File: src/rtl/sipo_deser_if.sv
// ---------------------------------------------------------------------------
// sipo_deser_if
//   Bundles the serial input side and the parallel valid/ready output side of
//   the SIPO deserializer. The master modport is the environment, which drives
//   the bit stream and consumes words. The slave modport is the deserializer.
//
//   sin         serial data bit, sampled when shift=1
//   shift       bit strobe
//   clear       synchronous abort of the partial word; also clears overrun
//   dout        assembled word
//   dout_valid  dout holds an unconsumed word
//   dout_ready  consumer accepts dout
//   busy        a partial word is in progress
//   overrun     sticky; a completed word was dropped
// ---------------------------------------------------------------------------
interface sipo_deser_if #(
    parameter int WIDTH = 4
);
    logic             sin;
    logic             shift;
    logic             clear;
    logic [WIDTH-1:0] dout;
    logic             dout_valid;
    logic             dout_ready;
    logic             busy;
    logic             overrun;

    modport master (
        output sin, shift, clear, dout_ready,
        input  dout, dout_valid, busy, overrun
    );

    modport slave (
        input  sin, shift, clear, dout_ready,
        output dout, dout_valid, busy, overrun
    );
endinterface

File: src/rtl/sipo_deser.sv
// ---------------------------------------------------------------------------
// sipo_deser
//   Serial-to-parallel deserializer. Captures one bit per clock edge with
//   shift=1 and assembles WIDTH-bit words. A finished word goes into a
//   one-deep output register with a valid/ready handshake. When a word
//   finishes while the output register is still full and not being drained,
//   that word is dropped and the sticky overrun flag is set.
//
//   Parameters
//     WIDTH      bits per word (2..32)
//     MSB_FIRST  1: the first received bit ends up in dout[WIDTH-1]
//                0: the first received bit ends up in dout[0]
//
//   Ports
//     clk     rising-edge clock
//     rst     asynchronous reset, active-high
//     bus     sipo_deser_if slave modport (sin, shift, clear, dout,
//             dout_valid, dout_ready, busy, overrun)
// ---------------------------------------------------------------------------
module sipo_deser #(
    parameter int WIDTH     = 4,
    parameter bit MSB_FIRST = 1'b1
) (
    input  logic         clk,
    input  logic         rst,
    sipo_deser_if.slave  bus
);

    localparam int CNT_W = (WIDTH > 2) ? $clog2(WIDTH) : 1;
    localparam logic [CNT_W-1:0] LAST_CNT = CNT_W'(WIDTH - 1);

    typedef enum logic {
        IDLE    = 1'b0,
        COLLECT = 1'b1
    } state_t;

    state_t           state_q;
    logic [CNT_W-1:0] cnt_q;
    logic [WIDTH-1:0] sr_q;
    logic [WIDTH-1:0] dout_q;
    logic             valid_q;
    logic             overrun_q;
    logic             busy_q;

    logic [WIDTH-1:0] sr_d;
    logic [CNT_W-1:0] cnt_d;
    logic             complete_d;
    logic             accept_d;

    // Shift register with the incoming bit already included. On the
    // completing edge this is exactly the finished word, which is what lets
    // dout load with no extra cycle of latency.
    generate
        if (MSB_FIRST) begin : g_msb_first
            assign sr_d = {sr_q[WIDTH-2:0], bus.sin};
        end else begin : g_lsb_first
            assign sr_d = {bus.sin, sr_q[WIDTH-1:1]};
        end
    endgenerate

    // A completing edge is the WIDTH-th captured bit, unless clear
    // overrides it. The word is accepted into dout only if the output
    // register is empty or is being drained on the same edge.
    always_comb begin
        cnt_d      = cnt_q + CNT_W'(1);
        complete_d = bus.shift & ~bus.clear & (cnt_q == LAST_CNT);
        accept_d   = complete_d & (~valid_q | bus.dout_ready);
    end

    // Collection FSM, output register and overrun flag. clear only touches
    // the partial word and overrun; the output handshake keeps running
    // independently so a pending word is never lost to a clear.
    always_ff @(posedge clk or posedge rst) begin
        if (rst) begin
            state_q   <= IDLE;
            cnt_q     <= '0;
            sr_q      <= '0;
            dout_q    <= '0;
            valid_q   <= 1'b0;
            overrun_q <= 1'b0;
            busy_q    <= 1'b0;
        end else begin
            if (bus.clear) begin
                state_q <= IDLE;
                cnt_q   <= '0;
                sr_q    <= '0;
                busy_q  <= 1'b0;
            end else if (bus.shift) begin
                sr_q <= sr_d;
                case (state_q)
                    IDLE: begin
                        state_q <= COLLECT;
                        cnt_q   <= CNT_W'(1);
                        busy_q  <= 1'b1;
                    end
                    COLLECT: begin
                        if (cnt_q == LAST_CNT) begin
                            state_q <= IDLE;
                            cnt_q   <= '0;
                            busy_q  <= 1'b0;
                        end else begin
                            cnt_q  <= cnt_d;
                            busy_q <= 1'b1;
                        end
                    end
                    default: begin
                        state_q <= IDLE;
                        cnt_q   <= '0;
                        busy_q  <= 1'b0;
                    end
                endcase
            end

            if (accept_d) begin
                dout_q  <= sr_d;
                valid_q <= 1'b1;
            end else if (valid_q & bus.dout_ready) begin
                valid_q <= 1'b0;
            end

            if (bus.clear) begin
                overrun_q <= 1'b0;
            end else if (complete_d & ~accept_d) begin
                overrun_q <= 1'b1;
            end
        end
    end

    assign bus.dout       = dout_q;
    assign bus.dout_valid = valid_q;
    assign bus.busy       = busy_q;
    assign bus.overrun    = overrun_q;

endmodule
File: src/flat_wrapper.sv
// flat-port wrapper written by rule: the top's interface ports become plain ports
module sipo_deser_flat 
#(
    parameter int WIDTH     = 4,
    parameter bit MSB_FIRST = 1'b1
)
  (clk, rst, bus_sin, bus_shift, bus_clear, bus_dout_ready, bus_dout, bus_dout_valid, bus_busy, bus_overrun);
  sipo_deser_if #(.WIDTH(WIDTH)) bus_i ();
  input  logic clk;
  input  logic rst;
  input wire logic [$bits(bus_i.sin)-1:0] bus_sin;
  input wire logic [$bits(bus_i.shift)-1:0] bus_shift;
  input wire logic [$bits(bus_i.clear)-1:0] bus_clear;
  input wire logic [$bits(bus_i.dout_ready)-1:0] bus_dout_ready;
  output wire logic [$bits(bus_i.dout)-1:0] bus_dout;
  output wire logic [$bits(bus_i.dout_valid)-1:0] bus_dout_valid;
  output wire logic [$bits(bus_i.busy)-1:0] bus_busy;
  output wire logic [$bits(bus_i.overrun)-1:0] bus_overrun;
  assign bus_i.sin = bus_sin;
  assign bus_i.shift = bus_shift;
  assign bus_i.clear = bus_clear;
  assign bus_i.dout_ready = bus_dout_ready;
  assign bus_dout = bus_i.dout;
  assign bus_dout_valid = bus_i.dout_valid;
  assign bus_busy = bus_i.busy;
  assign bus_overrun = bus_i.overrun;
  sipo_deser #(.WIDTH(WIDTH), .MSB_FIRST(MSB_FIRST)) u_core (.clk(clk), .rst(rst), .bus(bus_i));
endmodule
File: config.mk
export PLATFORM = sky130hd
export DESIGN_NAME = sipo_deser_flat
export DESIGN_NICKNAME = d
export VERILOG_FILES = /design/src/rtl/sipo_deser_if.sv /design/src/rtl/sipo_deser.sv /design/src/flat_wrapper.sv
export SDC_FILE = /design/constraint.sdc
export NUM_CORES = 1
export LEC_CHECK = 0
export CAP_MARGIN = 10
export CORE_AREA = 3 3 40 42
export CTS_CLUSTER_SIZE = 12
export DETAILED_ROUTE_END_ITERATION = 8
export DIE_AREA = 0 0 43 45
export PLACE_DENSITY = 0.73
export SYNTH_ARGS = -nofsm -noshare
export SYNTH_HDL_FRONTEND = slang
export SYNTH_SLANG_ARGS = --single-unit
File: constraint.sdc
create_clock -name clk -period 1.49 [get_ports clk]
set_input_delay 0.3725 -clock clk [delete_from_list [all_inputs] [get_ports clk]]
set_output_delay 0.3725 -clock clk [all_outputs]
set_load 0.01 [all_outputs]
# ---- Word level (Yosys, flattened, before mapping)
# Cells that the tools add are included.
dict set report totals {
  register_bits 12
  latchBits 0
  ramBits 0
  rom_bits 0
  in_bits 6
  wordCells 35
  mem_count 0
}
dict set report classes {
  add_sub_neg 1
  mul 0
  div_mod_pow 0
  magnitude_cmp 0
  eq_ne 1
  shift 0
  muxes 14
  bitwise_logic 10
  n_reduce_logical 3
}
# cell count
set op_table {}
lappend op_table {{$mux W1} 7}
lappend op_table {{$mux W2} 3}
lappend op_table {{$mux W3} 2}
lappend op_table {{$reduce_bool A2 Y1} 3}
lappend op_table {{$and A1 B1 Y1} 5}
lappend op_table {{$not A1 Y1} 4}
lappend op_table {{$pmux W2 S2} 1}
lappend op_table {{$add A2 B1 Y2 const B} 1}
lappend op_table {{$eq A2 B2 Y1 const B} 1}
lappend op_table {{$pmux W1 S2} 1}
lappend op_table {{$or A1 B1 Y1} 1}

# ---- Depth between registers and ports, before layout
# Gate-level depths: netlist (run 1).
dict set report logic_depth {
  word_depth 8
  depth_mapped 4
}

# ---- Worst setup path before layout (run 1)
# Ideal clock, no wire load.
dict set report synth_timing {
  path_type {register to register}
  from {reg u_core.cnt_q[0]}
  to {reg u_core.dout_q[0] (netlist: u_core.bus.dout[0])}
  t_arrival_ps 1162
  required_ps 1365
  path_slack_ps 203
  stages_incl_launch_ff 5
  n_path_buf 0
  synth_period_minus_slack_ps 1287
  path_cell_list {dfrtp_1 -> ha_1 -> nand2_1 -> nor3_4 -> mux2_2}
}
dict set report synth_between {
  elab_chain_cells 3
}
# element line
set synth_lines {}
lappend synth_lines {{from (decl)} sipo_deser.sv:38} ;# logic [CNT_W-1:0] cnt_q;
lappend synth_lines {{from (signal assigned)} sipo_deser.sv:102} ;# cnt_q <= cnt_d;
lappend synth_lines {{$eq A2 B2 Y1} sipo_deser.sv:66} ;# complete_d = bus.shift & ~bus.clear & (cnt_q == LAST_CNT);
lappend synth_lines {{$and A1 B1 Y1} sipo_deser.sv:66}
lappend synth_lines {{$and A1 B1 Y1} sipo_deser.sv:67} ;# accept_d = complete_d & (~valid_q | bus.dout_ready);
lappend synth_lines {{to (signal assigned)} sipo_deser.sv:115} ;# dout_q <= sr_d;
lappend synth_lines {{to (decl)} sipo_deser.sv:40} ;# logic [WIDTH-1:0] dout_q;
# No other way between the ends.
# A chain may end at the register's enable or synchronous reset.

# ---- Worst setup path in the final report (run 1)
dict set report layout_timing {
  from {in bus_dout_ready}
  to {reg u_core.dout_q[0] (netlist: u_core.bus.dout[0])}
}
dict set report layout_between {
  elab_chain_cells 2
}
# element line
set layout_lines {}
lappend layout_lines {{from (decl)} flat_wrapper.sv:14} ;# input wire logic [$bits(bus_i.dout_ready)-1:0] bus_dout_ready;
lappend layout_lines {{$or A1 B1 Y1} sipo_deser.sv:67}
lappend layout_lines {{$and A1 B1 Y1} sipo_deser.sv:67}
# No other way between the ends.

==> qor.txt, run 1 <==
Slew @ Worst Pin: 428 ps
Yosys reg bits: 12
placed cell count: 70
pwr dens: 934 nW/um2
routability cong.: 0.719
final hold viol count: 0
DP Wirelength: 734 um
core area: 1280 um2
CP max-delay cell: clkdlybuf4s50_1
Starting Density: 40.2%
top-count cell post-synth: dfrtp_1
Sink Count: 12
post-route ant nets: 0
diodes inserted: 0
Layout Cells excl Fill: 75
Post-synth EDFFs: 0
CTS buffer count: 3
DR WL/cell: 12.5 um
DP Area: 669 um2
top post-synthesis cells by area: dfrtp_1, mux2_2, mux2i_1, nor2_1, nor3_4
Fill cells: 121
post-synth cell types: 18
die area: 1940 um2
highest clock rate: 719 MHz
synth warn: 0
CP endpoint kind: flip-flop
First-pass DRT Iterations: 4
VDD IR max: 469 uV
share of post-route cells with drive strength above 1: 25.0%
P&R area growth vs syn: 36.3%
global route overflow: 0
max_cap viols: 0
CTS H-tree depth: 1
Syn Nets: 48
Worst Path Arrival: 1540 ps
final setup vio count: 0
sequential share of the synthesized area: 58.1%
GRT Overall Usage: 11.7%
R2R setup slack: 120 ps
clk slew on worst S/H paths: 70 ps
DR iter-0 viols: 2
final worst slack: 99.5 ps
drt via density: 4.99
Top FF cell, synth: dfrtp_1
crit-path cells: clkdlybuf4s50_1, nor2b_4, nor3_4, mux2_2
Final nets: 68
fin. max-slew vios: 0
Worst EP required: 1640 ps
RSZ-0062 raised after global routing: no
Die X: 43 um
Synth top area share: 58.1%
critical path peak fanout: 4
Setup WS pre-CTS: -201 ps
period utilisation layout: 93.3%
first-pass GRT wire length: 1630 um
CP max stage delay: 500 ps
final core utilization: 54.8%
Max-slew headroom: 71.5%
clock buffer depth: 2
largest net degree at the start of global routing: 13
cells after synthesis: 41
Rows: 13
die height: 45 um
Min Clock Period, post-route: 1390 ps
initial antenna violation count: 0
Min Hold Slack: 399 ps
CP Launch Type: input pin
Netlist Area Pre-Place: 517 um2
PortBufs: 12
status: finished clean
HP Class: in -> async
Pleak: 0.362 nW
most frequent cells after synthesis: dfrtp_1, nor2_1, mux2_2, mux2i_1
FFs w/ async S/R, synth: 100%
TritonCTS clock tree: done
kind of critical path: in -> reg
IO Pins: 13
DR vias: 374
Final Skew: 1.27 ps
vias in the first global route: 384
drt drc: 0
root buffer cell: clkbuf_4
Finished Cell Area: 704 um2
largest area contributor in the netlist: dfrtp_1
Avg Cell Area, Syn: 12.6 um2
worst skew pair latency: 260 ps
total wire length: 940 um
final cells by class:
type / instances / area [um2] / area share [%]
clock buffers: 4 / 36.3 / 5.15
repair buffers: 17 / 149 / 21.1
inverters: 1 / 3.75 / 0.533
flip-flops and latches: 12 / 300 / 42.6
well taps: 15 / 18.8 / 2.66
multi-input cells: 26 / 196 / 27.9
kinds of logic (layout without fill, tap and decap cells):
logic type | after synthesis | in the layout | synth area share [%]
flip-flops | 12 | 12 | 58.1
AO/OA/AOI/OAI | 6 | 6 | 7.02
multiplexers | 7 | 7 | 14.5
buffers and inverters | 3 | 22 | 3.87
adder cells (fa/ha/maj) | 1 | 1 | 2.42
AND/OR/NAND/NOR | 12 | 12 | 14.0
per-layer routing:
layer	track usage [%]	vias up	wire [um]
met3	3.98	0	49
met5	0	-	0
met1	14.1	186	410
met4	8.43	0	0
li1	-	178	-
met2	17.7	10	479
cell usage in the layout, fill, tap and decap left out:
cell type,count
dfrtp_1,12
dlygate4sd2_1,7
nor2_1,6
clkdlybuf4s50_1,5
buf_4,5
mux2_2,4
mux2i_1,3
clkbuf_4,3
nand3_1,2
o21ai_0,2
nand2_1,1
nor2b_4,1
o21bai_1,1
nor3_4,1
nand2b_1,1
a21oi_1,1
inv_1,1
o211ai_1,1
a31oi_1,1
ha_1,1
clkbuf_8,1
critical path: cells and delay by family:
family | cells | cell delay, ps
buffers and inverters | 1 | 500
and+or+nand+nor | 2 | 300
muxes | 1 | 370
power breakdown:
part / internal, mW / total (mW) / switching, mW
combinational: 0.0340 / 0.0652 / 0.0312
clock: 0.148 / 0.249 / 0.101
sequential: 0.337 / 0.344 / 0.00724
path summary, 6_finish.rpt:
path | startpoint | endpoint | cells after the start
max | bus_dout_ready | u_core.bus.dout[0] | 4
max reg2reg | u_core.cnt_q[0] | u_core.bus.dout[0] | 4
min | rst | u_core.bus.dout[1] | 2
min in group clk | u_core.bus.overrun | u_core.bus.overrun | 2
max in group asynchronous | rst | u_core.state_q | 2
min reg2reg | u_core.bus.overrun | u_core.bus.overrun | 2
stage by stage:
stage               TNS (ps)  power (mW)
detailed placement      -771       0.418
global route               0       0.692
floorplan                  0       0.383
global placement        -622       0.415
CTS                        0       0.672
finish                     0       0.658
state kept, by name, summed over array words and instances, names as in the netlist:
signal	flops
u_core.state_q	1
u_core.bus.dout_valid	1
u_core.bus.dout	4
u_core.bus.overrun	1
u_core.sr_q	3
u_core.cnt_q	2
repair_timing:
| item | in CTS | in global routing |
|---|---|---|
| hold buffers | 0 | 0 |
| buffers inserted | 1 | 0 |
| endpoints found under the setup margin | 7 | 0 |
| gates resized for setup | 7 | 0 |
(Power assumes the default switching activity.)
==> run 2, diff against run 1 <==
Settings changed: CORE_AREA 3 3 40 42 to 2 2 39 41, DIE_AREA 0 0 43 45 to 0 0 41 43.
==> qor.txt, run 2 (synthesized netlist as in run 1, its figures left out) <==
status: finished clean
diodes inserted: 0 (unchanged)
IO Pins: 13 (unchanged)
clock buffer depth: 2 (unchanged)
Rows: 14 (+1)
die area: 1760 um2 (-8.9%)
max reg flops: 4 (unchanged)
Starting Density: 37.3% (-2.9 points)
Sink Count: 12 (unchanged)
crit-path cells: clkdlybuf4s50_1, nor2b_4, nor3_4, mux2_2
total wire length: 854 um (-9.1%)
commonest non-fill, non-tap cell in the layout: dfrtp_1
DP Wirelength: 649 um (-12%)
CP max-delay cell: clkdlybuf4s50_1
largest net degree at the start of global routing: 13 (unchanged)
Final Skew: 1.49 ps (+0.229 ps)
critical path peak fanout: 4 (unchanged)
Max-slew headroom: 69.2% (-2.3 points)
Layout Cells excl Fill: 76 (+1.3%)
clk slew on worst S/H paths: 70 ps (about the same)
kind of critical path: in -> reg
GRT Overall Usage: 11.8% (+0.058 points)
DP Area: 671 um2 (+0.19%)
die height: 43 um (-4.4%)
CTS buffer count: 3 (unchanged)
CTS Hold Buffers Added: 0 (unchanged)
Worst EP required: 1650 ps (about the same)
highest clock rate: 726 MHz (+0.97%)
placed cell count: 71 (+1.4%)
vias in the first global route: 344 (-10%)
PortBufs: 12 (unchanged)
first-pass GRT wire length: 1350 um (-17%)
drt via density: 4.75 (-4.7%)
routability cong.: 0.747 (+3.9%)
HP Class: in -> async
P&R area growth vs syn: 36.6%
CTS H-tree depth: 1 (unchanged)
RSZ-0062 raised after global routing: no
Finished Cell Area: 706 um2 (+0.18%)
post-route ant nets: 0 (unchanged)
total power: 660 uW (+0.37%)
pwr dens: 936 nW/um2 (+0.19%)
drt drc: 0 (unchanged)
initial antenna violation count: 0 (unchanged)
final hold viol count: 0 (unchanged)
First-pass DRT Iterations: 4 (unchanged)
VDD IR max: 480 uV (+2.4%)
CP max stage delay: 500 ps (about the same)
Final nets: 68 (unchanged)
global route overflow: 0 (unchanged)
most frequent cells in the layout: dfrtp_1, dlygate4sd2_1, nor2_1
root buffer cell: clkbuf_4
Worst Path Arrival: 1530 ps (about the same)
Pleak: 0.362 nW (unchanged)
Fill cells: 126 (+4.1%)
DR WL/cell: 11.2 um (-10%)
final setup vio count: 0 (unchanged)
CP Launch Type: input pin
DR vias: 361 (-3.5%)
DR iter-0 viols: 4 (+2)
Min Clock Period, post-route: 1380 ps (-13.4 ps)
Slew @ Worst Pin: 462 ps (+34.6 ps)
period utilisation layout: 92.4% (-0.90 points)
max_cap viols: 0 (unchanged)
TritonCTS clock tree: done
Die X: 41 um (-4.7%)
fin. max-slew vios: 0 (unchanged)
CP endpoint kind: flip-flop
core area: 1380 um2 (+7.7%)
share of post-route cells with drive strength above 1: 25.0% (unchanged)
worst skew pair latency: 270 ps (about the same)
[run 2: cell counts in the layout (fill, tap and decap cells not counted)]
No cell type changed its count.
[run 2: critical path, delay by kind of cell]
kind / cells / cell delay [ps]
buffers and inverters: 1 / 500
multiplexers: 1 / 360
AND/OR/NAND/NOR: 2 / 300
[run 2: path summary, 6_finish.rpt]
path	start	to	slack, ps	cells after the start
hold / removal	rst	u_core.sr_q[1]	410	2
max in group asynchronous	rst	u_core.state_q	770	2
hold reg to reg	u_core.bus.dout[1]	u_core.bus.dout[1]	510	1
setup / recovery	bus_dout_ready	u_core.bus.dout[1]	110	4
setup reg to reg	u_core.cnt_q[0]	u_core.bus.dout[1]	170	4
min in group clk	u_core.bus.dout[1]	u_core.bus.dout[1]	510	1
[run 2: layout make-up]
type / count / area, um2 / share of cell area, %
Clock buffer: 4 / 36.3 / 5.14
Sequential cell: 12 / 300 / 42.6
Tap cell: 16 / 20.0 / 2.84
Inverter: 1 / 3.75 / 0.532
Multi-Input combinational cell: 26 / 196 / 27.8
Timing Repair Buffer: 17 / 149 / 21.1
[run 2: routing by layer]
layer	global-route usage, %	part of all wire, %	wire length (um)	vias to the layer above
met5	0	0	0	-
met1	15.5	44	374	172
li1	-	-	-	178
met3	3.14	6.8	58	0
met2	17.2	49	421	11
met4	6.00	0	0	0
[run 2: what timing repair did]
action	CTS	global route
setup buffers	1	0
setup endpoints to repair	7	0
gates resized for setup	7	0
[run 2: stage by stage]
stage | hold slack, ps | setup TNS, ps | util (%) | setup WS [ps]
6_report | 408 | 0 | 51.0 | 113
5_1_grt | 470 | 0 | 51.0 | 74.1
4_1_cts | 412 | 0 | 51.0 | 112
3_5_place_dp | 495 | -705 | 48.5 | -179
3_3_place_gp | 474 | -699 | 48.5 | -180
2_1_floorplan | 237 | 0 | - | 203
[run 2: where the power goes]
part	switching, mW	total, mW	internal (mW)
Clock	0.105	0.253	0.148
Combinational	0.0307	0.0644	0.0337
Sequential	0.00617	0.343	0.336
==> run 3, diff against run 2 <==
Settings changed: PLACE_DENSITY 0.73 to 0.75.
Clock period 1.49 ns to 1.2 ns, I/O delays scaled along.
==> qor.txt, run 3 (synthesized netlist as in run 1, its figures left out) <==
status: finished with violations
failing checks: setup timing
placed cell count: 73 (+2.8%)
initial antenna violation count: 0 (unchanged)
TritonCTS clock tree: done
total wire length: 1170 um (+37%)
Setup TNS: -719 ps (-719 ps)
Max-slew headroom: 88.5% (+19 points)
Min Hold Slack: 313 ps (-94.5 ps)
FF-to-FF Start: u_core.cnt_q[1]
VDD IR max: 517 uV (+7.6%)
Final Skew: 1.93 ps (+0.439 ps)
die area: 1760 um2 (unchanged)
CTS buffer count: 3 (unchanged)
clk slew on worst S/H paths: 80 ps (about the same)
P&R area growth vs syn: 50.1%
routability cong.: 0.721 (-3.5%)
Fill cells: 120 (-4.8%)
highest clock rate: 721 MHz
Pleak: 0.401 nW (+11%)
CP max-delay cell: clkdlybuf4s50_1
post-route ant nets: 0 (unchanged)
Sink Count: 12 (unchanged)
Layout Cells excl Fill: 85 (+12%)
most frequent cells in the layout: buf_4, dfrtp_1, nor2_1
final setup vio count: 4 (+4)
final worst slack: -187 ps (-300 ps)
total power: 846 uW (+28%)
drt drc: 0 (unchanged)
drt via density: 4.79 (+0.80%)
PortBufs: 12 (unchanged)
commonest non-fill, non-tap cell in the layout: buf_4
First-pass DRT Iterations: 4 (unchanged)
CP Launch Type: input pin
DR vias: 407 (+13%)
HP Class: in -> async
max_cap viols: 0 (unchanged)
final hold viol count: 0 (unchanged)
Worst Path Arrival: 1540 ps (about the same)
DR iter-0 viols: 5 (+1)
largest net degree at the start of global routing: 13 (unchanged)
DR WL/cell: 13.7 um (+22%)
GRT Overall Usage: 14.2% (+2.4 points)
Finished Cell Area: 776 um2 (+9.9%)
CP max stage delay: 540 ps (+40 ps)
global route overflow: 0 (unchanged)
Starting Density: 37.3% (unchanged)
period utilisation layout: 116%
depth of the worst register-to-register path: 5 (+1)
DP Wirelength: 764 um (+18%)
core area: 1380 um2 (unchanged)
CTS H-tree depth: 1 (unchanged)
die height: 43 um (unchanged)
RSZ-0062 raised after global routing: yes
clock buffer depth: 2 (unchanged)
Rows: 14 (unchanged)
worst skew pair latency: 270 ps (about the same)
pwr dens: 1090 nW/um2 (+17%)
CP endpoint kind: flip-flop
first-pass GRT wire length: 1660 um (+22%)
diodes inserted: 0 (unchanged)
crit-path cells: clkdlybuf4s50_1, nand2_4, nor3_4, buf_6, mux2_4
root buffer cell: clkbuf_4
fin. max-slew vios: 0 (unchanged)
Worst R2R End: u_core.bus.dout[0]
Worst EP required: 1360 ps (-290 ps)
Final nets: 77 (+13%)
Slew @ Worst Pin: 172 ps (-290 ps)
DP Area: 691 um2 (+3.0%)
vias in the first global route: 382 (+11%)
kind of critical path: in -> reg
IO Pins: 13 (unchanged)
Min Clock Period, post-route: 1390 ps
share of post-route cells with drive strength above 1: 47.8% (+23 points)
Die X: 41 um (unchanged)
critical path peak fanout: 3 (-1)
max reg flops: 4 (unchanged)
R2R setup slack: -170 ps (-340 ps)
## run 3: worst max-delay path, delay by kind of cell
family / cells / cell delay, ps
mux: 1 / 300
buf+inv: 2 / 680
simple gates: 2 / 270
## run 3: worst max-delay path by stage
stage / startpoint / to / slack, ps / depth (start not counted)
floorplan: u_core.cnt_q[0] / u_core.bus.dout[0] / -60 / 4
global route: bus_shift / u_core.bus.dout[3] / -200 / 5
detailed placement: bus_dout_ready / u_core.bus.dout[2] / -420 / 4
finish: bus_shift / u_core.bus.dout[0] / -190 / 5
global placement: bus_dout_ready / u_core.bus.dout[1] / -390 / 4
CTS: bus_dout_ready / u_core.bus.dout[0] / -130 / 4
## run 3: layer usage
metal | track usage, % | part of all wire [%] | vias up | wire (um)
li1 | - | - | 197 | -
met1 | 17.8 | 42 | 198 | 496
met2 | 22.5 | 52 | 12 | 611
met3 | 3.14 | 5.2 | 0 | 61
met4 | 6.00 | 0 | 0 | 0
met5 | 0 | 0 | - | 0
## run 3: power breakdown
part	switching [mW]	internal [mW]	total (mW)
clock	0.133	0.184	0.317
combinational	0.0472	0.0561	0.103
sequential	0.00803	0.418	0.426
## run 3: final cells by class
cell class	instances	area, um2	share of cell area, %
Sequential cell	12	300	38.7
Multi-Input combinational cell	26	221	28.5
Timing Repair Buffer	26	194	25.0
Clock buffer	4	36.3	4.68
Tap cell	16	20.0	2.58
Inverter	1	3.75	0.484
## run 3: what timing repair did
| item | in CTS | in global routing |
|---|---|---|
| pin swaps | 0 | 3 |
| hold buffers | 0 | 0 |
| endpoints found under the setup margin | 11 | 10 |
| resized for setup | 18 | 12 |
| setup buffers | 2 | 6 |
## run 3: stage by stage
stage | setup slack [ps] | util (%)
floorplan | -59.9 | -
global placement | -393 | 49.9
detailed placement | -415 | 49.9
CTS | -135 | 53.4
global route | -200 | 56.1
finish | -187 | 56.1
==> RTL edit, RTL diff (flow settings as in run 3) <==
`WIDTH` is set to 4 in 3 places; all go to 2.
--- a/src/rtl/sipo_deser_if.sv
+++ b/src/rtl/sipo_deser_if.sv
@@ -14,7 +14,7 @@
 //   overrun     sticky; a completed word was dropped
 // ---------------------------------------------------------------------------
 interface sipo_deser_if #(
-    parameter int WIDTH = 4
+    parameter int WIDTH = 2
 );
     logic             sin;
     logic             shift;
--- a/src/rtl/sipo_deser.sv
+++ b/src/rtl/sipo_deser.sv
@@ -18,7 +18,7 @@
 //             dout_valid, dout_ready, busy, overrun)
 // ---------------------------------------------------------------------------
 module sipo_deser #(
-    parameter int WIDTH     = 4,
+    parameter int WIDTH     = 2,
     parameter bit MSB_FIRST = 1'b1
 ) (
     input  logic         clk,
--- a/src/flat_wrapper.sv
+++ b/src/flat_wrapper.sv
@@ -1,7 +1,7 @@
 // flat-port wrapper written by rule: the top's interface ports become plain ports
 module sipo_deser_flat 
 #(
-    parameter int WIDTH     = 4,
+    parameter int WIDTH     = 2,
     parameter bit MSB_FIRST = 1'b1
 )
   (clk, rst, bus_sin, bus_shift, bus_clear, bus_dout_ready, bus_dout, bus_dout_valid, bus_busy, bus_overrun);
Interface: changed (resized bus_dout); port bits go from 13 to 11. The function was not compared with the original's and may differ.
==> RTL edit against run 3 <==
Maximum frequency increased by 21%; critical path depth decreased by 4; design area decreased by 44%; area after synthesis decreased by 53%; cell count decreased by 38%; sequential cell count decreased by 6; setup slack improved by 0.24 ns; routed wire length decreased by 53%; power decreased by 33%; clock power decreased by 41%.
==> RTL edit: results (changes against run 3) <==
----------------------------------------------------
[CTS]
  # clock sinks ... 6 (-6)
  Clk slew on worst S/H paths ... 0.04 ns (-0.04 ns)
  Clock latency reported for the late side of the worst-skew pair ... 0.24 ns (-0.03 ns)

[Timing]
  Layout Skew ... 0.000122 ns (-0.00181 ns)
  Worst relative slew slack ... 0.842 (-0.0432)

[Logic synthesis]
  Share of synthesized area occupied by flip-flops and latches ... 0.619 (+0.0374)
  Post-synthesis average cell area ... 12.8 sq um (+1.4%)
  Nets in the synthesized netlist ... 25 (-48%)
  Most used standard cells in the synthesized netlist ... dfrtp_1, nor2_1, mux2_2
  Largest cells by area after synthesis ... dfrtp_1, mux2_2, nor2_1

[Finish]
  Area of combinational cells with multiple inputs ... 110 sq um (-50%)
  Number of non-clock buffers ... 15 (-42%)
  Clock distribution area overhead in the final layout ... 0.0519 (+0.00510)
  Largest register FFs ... 2 (-2)
  Number of combinational gates with multiple inputs ... 12 (-54%)
  Final cell count without fillers ... 53 (-38%)
  Total number of nets in the final design ... 45 (-42%)
  Area of all sequential standard cells ... 150 sq um (-50%)
  Layout buffering overhead excluding clock cells ... 0.294 (+0.0439)
  Filler Cell Count ... 151 (+26%)
  Ratio of cells with drive above 1 in the final layout ... 0.405 (-0.0729)

[Detailed routing]
  Via/cell ratio ... 4.09 (-14%)
  Number of DRC markers in iteration 0 ... 2 (-3)
  Pre-Repair DR Iteration Count ... 2 (-2)
  Avg WL per Cell ... 10.4 microns (-24%)

[Place]
  HPWL after detailed placement ... 446 microns (-42%)
  Total placed cells including tap cells ... 49 (-33%)
  Port buffer count ... 10 (-2)
  Dpl ws ... -0.334 ns (+0.0814 ns)

[Setup path]
  Gate family responsible for the most delay along the worst path ... flip-flops
  Worst reg-to-reg path cell count ... 3 (-2)
  Endpoint arrival time on the critical path ... 0.85 ns (-0.69 ns)
  Maximum cell stage delay along the critical path ... 0.37 ns (-0.17 ns)
  Critical path peak fanout ... 2 (-1)

[Global routing]
  Via count of the first global-routing pass ... 221 (-42%)
  GRT Resource Usage Total ... 0.0837 (-0.0586)
  Wire length of the first global-routing pass ... 862 microns (-48%)
  Maximum number of pins on one net before global-route repair ... 7 (-6)

[Power]
  Static Leakage ... 0.216 nW (-46%)
  Peak ir drop on the vdd network ... 0.000318 V (-38%)

[Floorplanning]
  Inserted tap cell count ... 16 (unchanged)

[Run status]
  Result of the run ... complete, no violations

----------------------------------------------------
-- RTL edit: cell count changes in the layout (fill, tap and decap cells not counted), sizes merged, moves of 3 or more --
cell           change
buf               -11
clkbuf             -4
clkdlybuf4s15      +3
clkdlybuf4s50      -3
dfrtp              -6
nor2               -3
-- RTL edit: per-layer routing --
layer	vias to the layer above	wire (microns)	GRT usage
li1	102	-	-
met1	104	200	0.0684
met2	9	276	0.119
met3	2	61	0.0628
met4	0	12	0.0800
met5	-	0	0
-- RTL edit: worst paths after layout --
path                               startpoint  slack, ns                     to
max in group asynchronous                 rst       0.72     u_core.bus.dout[1]
max reg2reg                      u_core.cnt_q       0.08     u_core.bus.dout[1]
min in group clk                    bus_clear       0.44     u_core.bus.overrun
min                                       rst       0.28  u_core.bus.dout_valid
max                        u_core.bus.overrun       0.05            bus_overrun
min reg2reg                u_core.bus.dout[0]       0.51     u_core.bus.dout[0]
-- RTL edit: worst reg2reg max path, stage by stage (launching register included) --
cell,delay (ns)
dfrtp_1,0.38
nand2_2,0.09
nor3_4,0.21
mux2_4,0.32
-- RTL edit: cell families (layout without fill, tap and decap cells) --
family | after synthesis | in the layout | synth area share
buf+inv | 1 | 19 | 0.0154
mux | 3 | 3 | 0.134
flops | 6 | 6 | 0.619
compound gates | 2 | 2 | 0.0567
xor+xnor | 1 | 1 | 0.0361
simple gates | 6 | 6 | 0.139
-- RTL edit: where the power goes --
group | internal [mW] | total [mW] | switching (mW)
Combinational | 0.0853 | 0.136 | 0.0506
Clock | 0.113 | 0.186 | 0.0728
Sequential | 0.229 | 0.244 | 0.0148
-- RTL edit: repair_timing --
item,4_1_cts,5_1_grt
hold buffers,0,0
buffers inserted,0,1
setup endpoints to repair,7,4
pin swaps,1,1
gates resized for setup,14,3
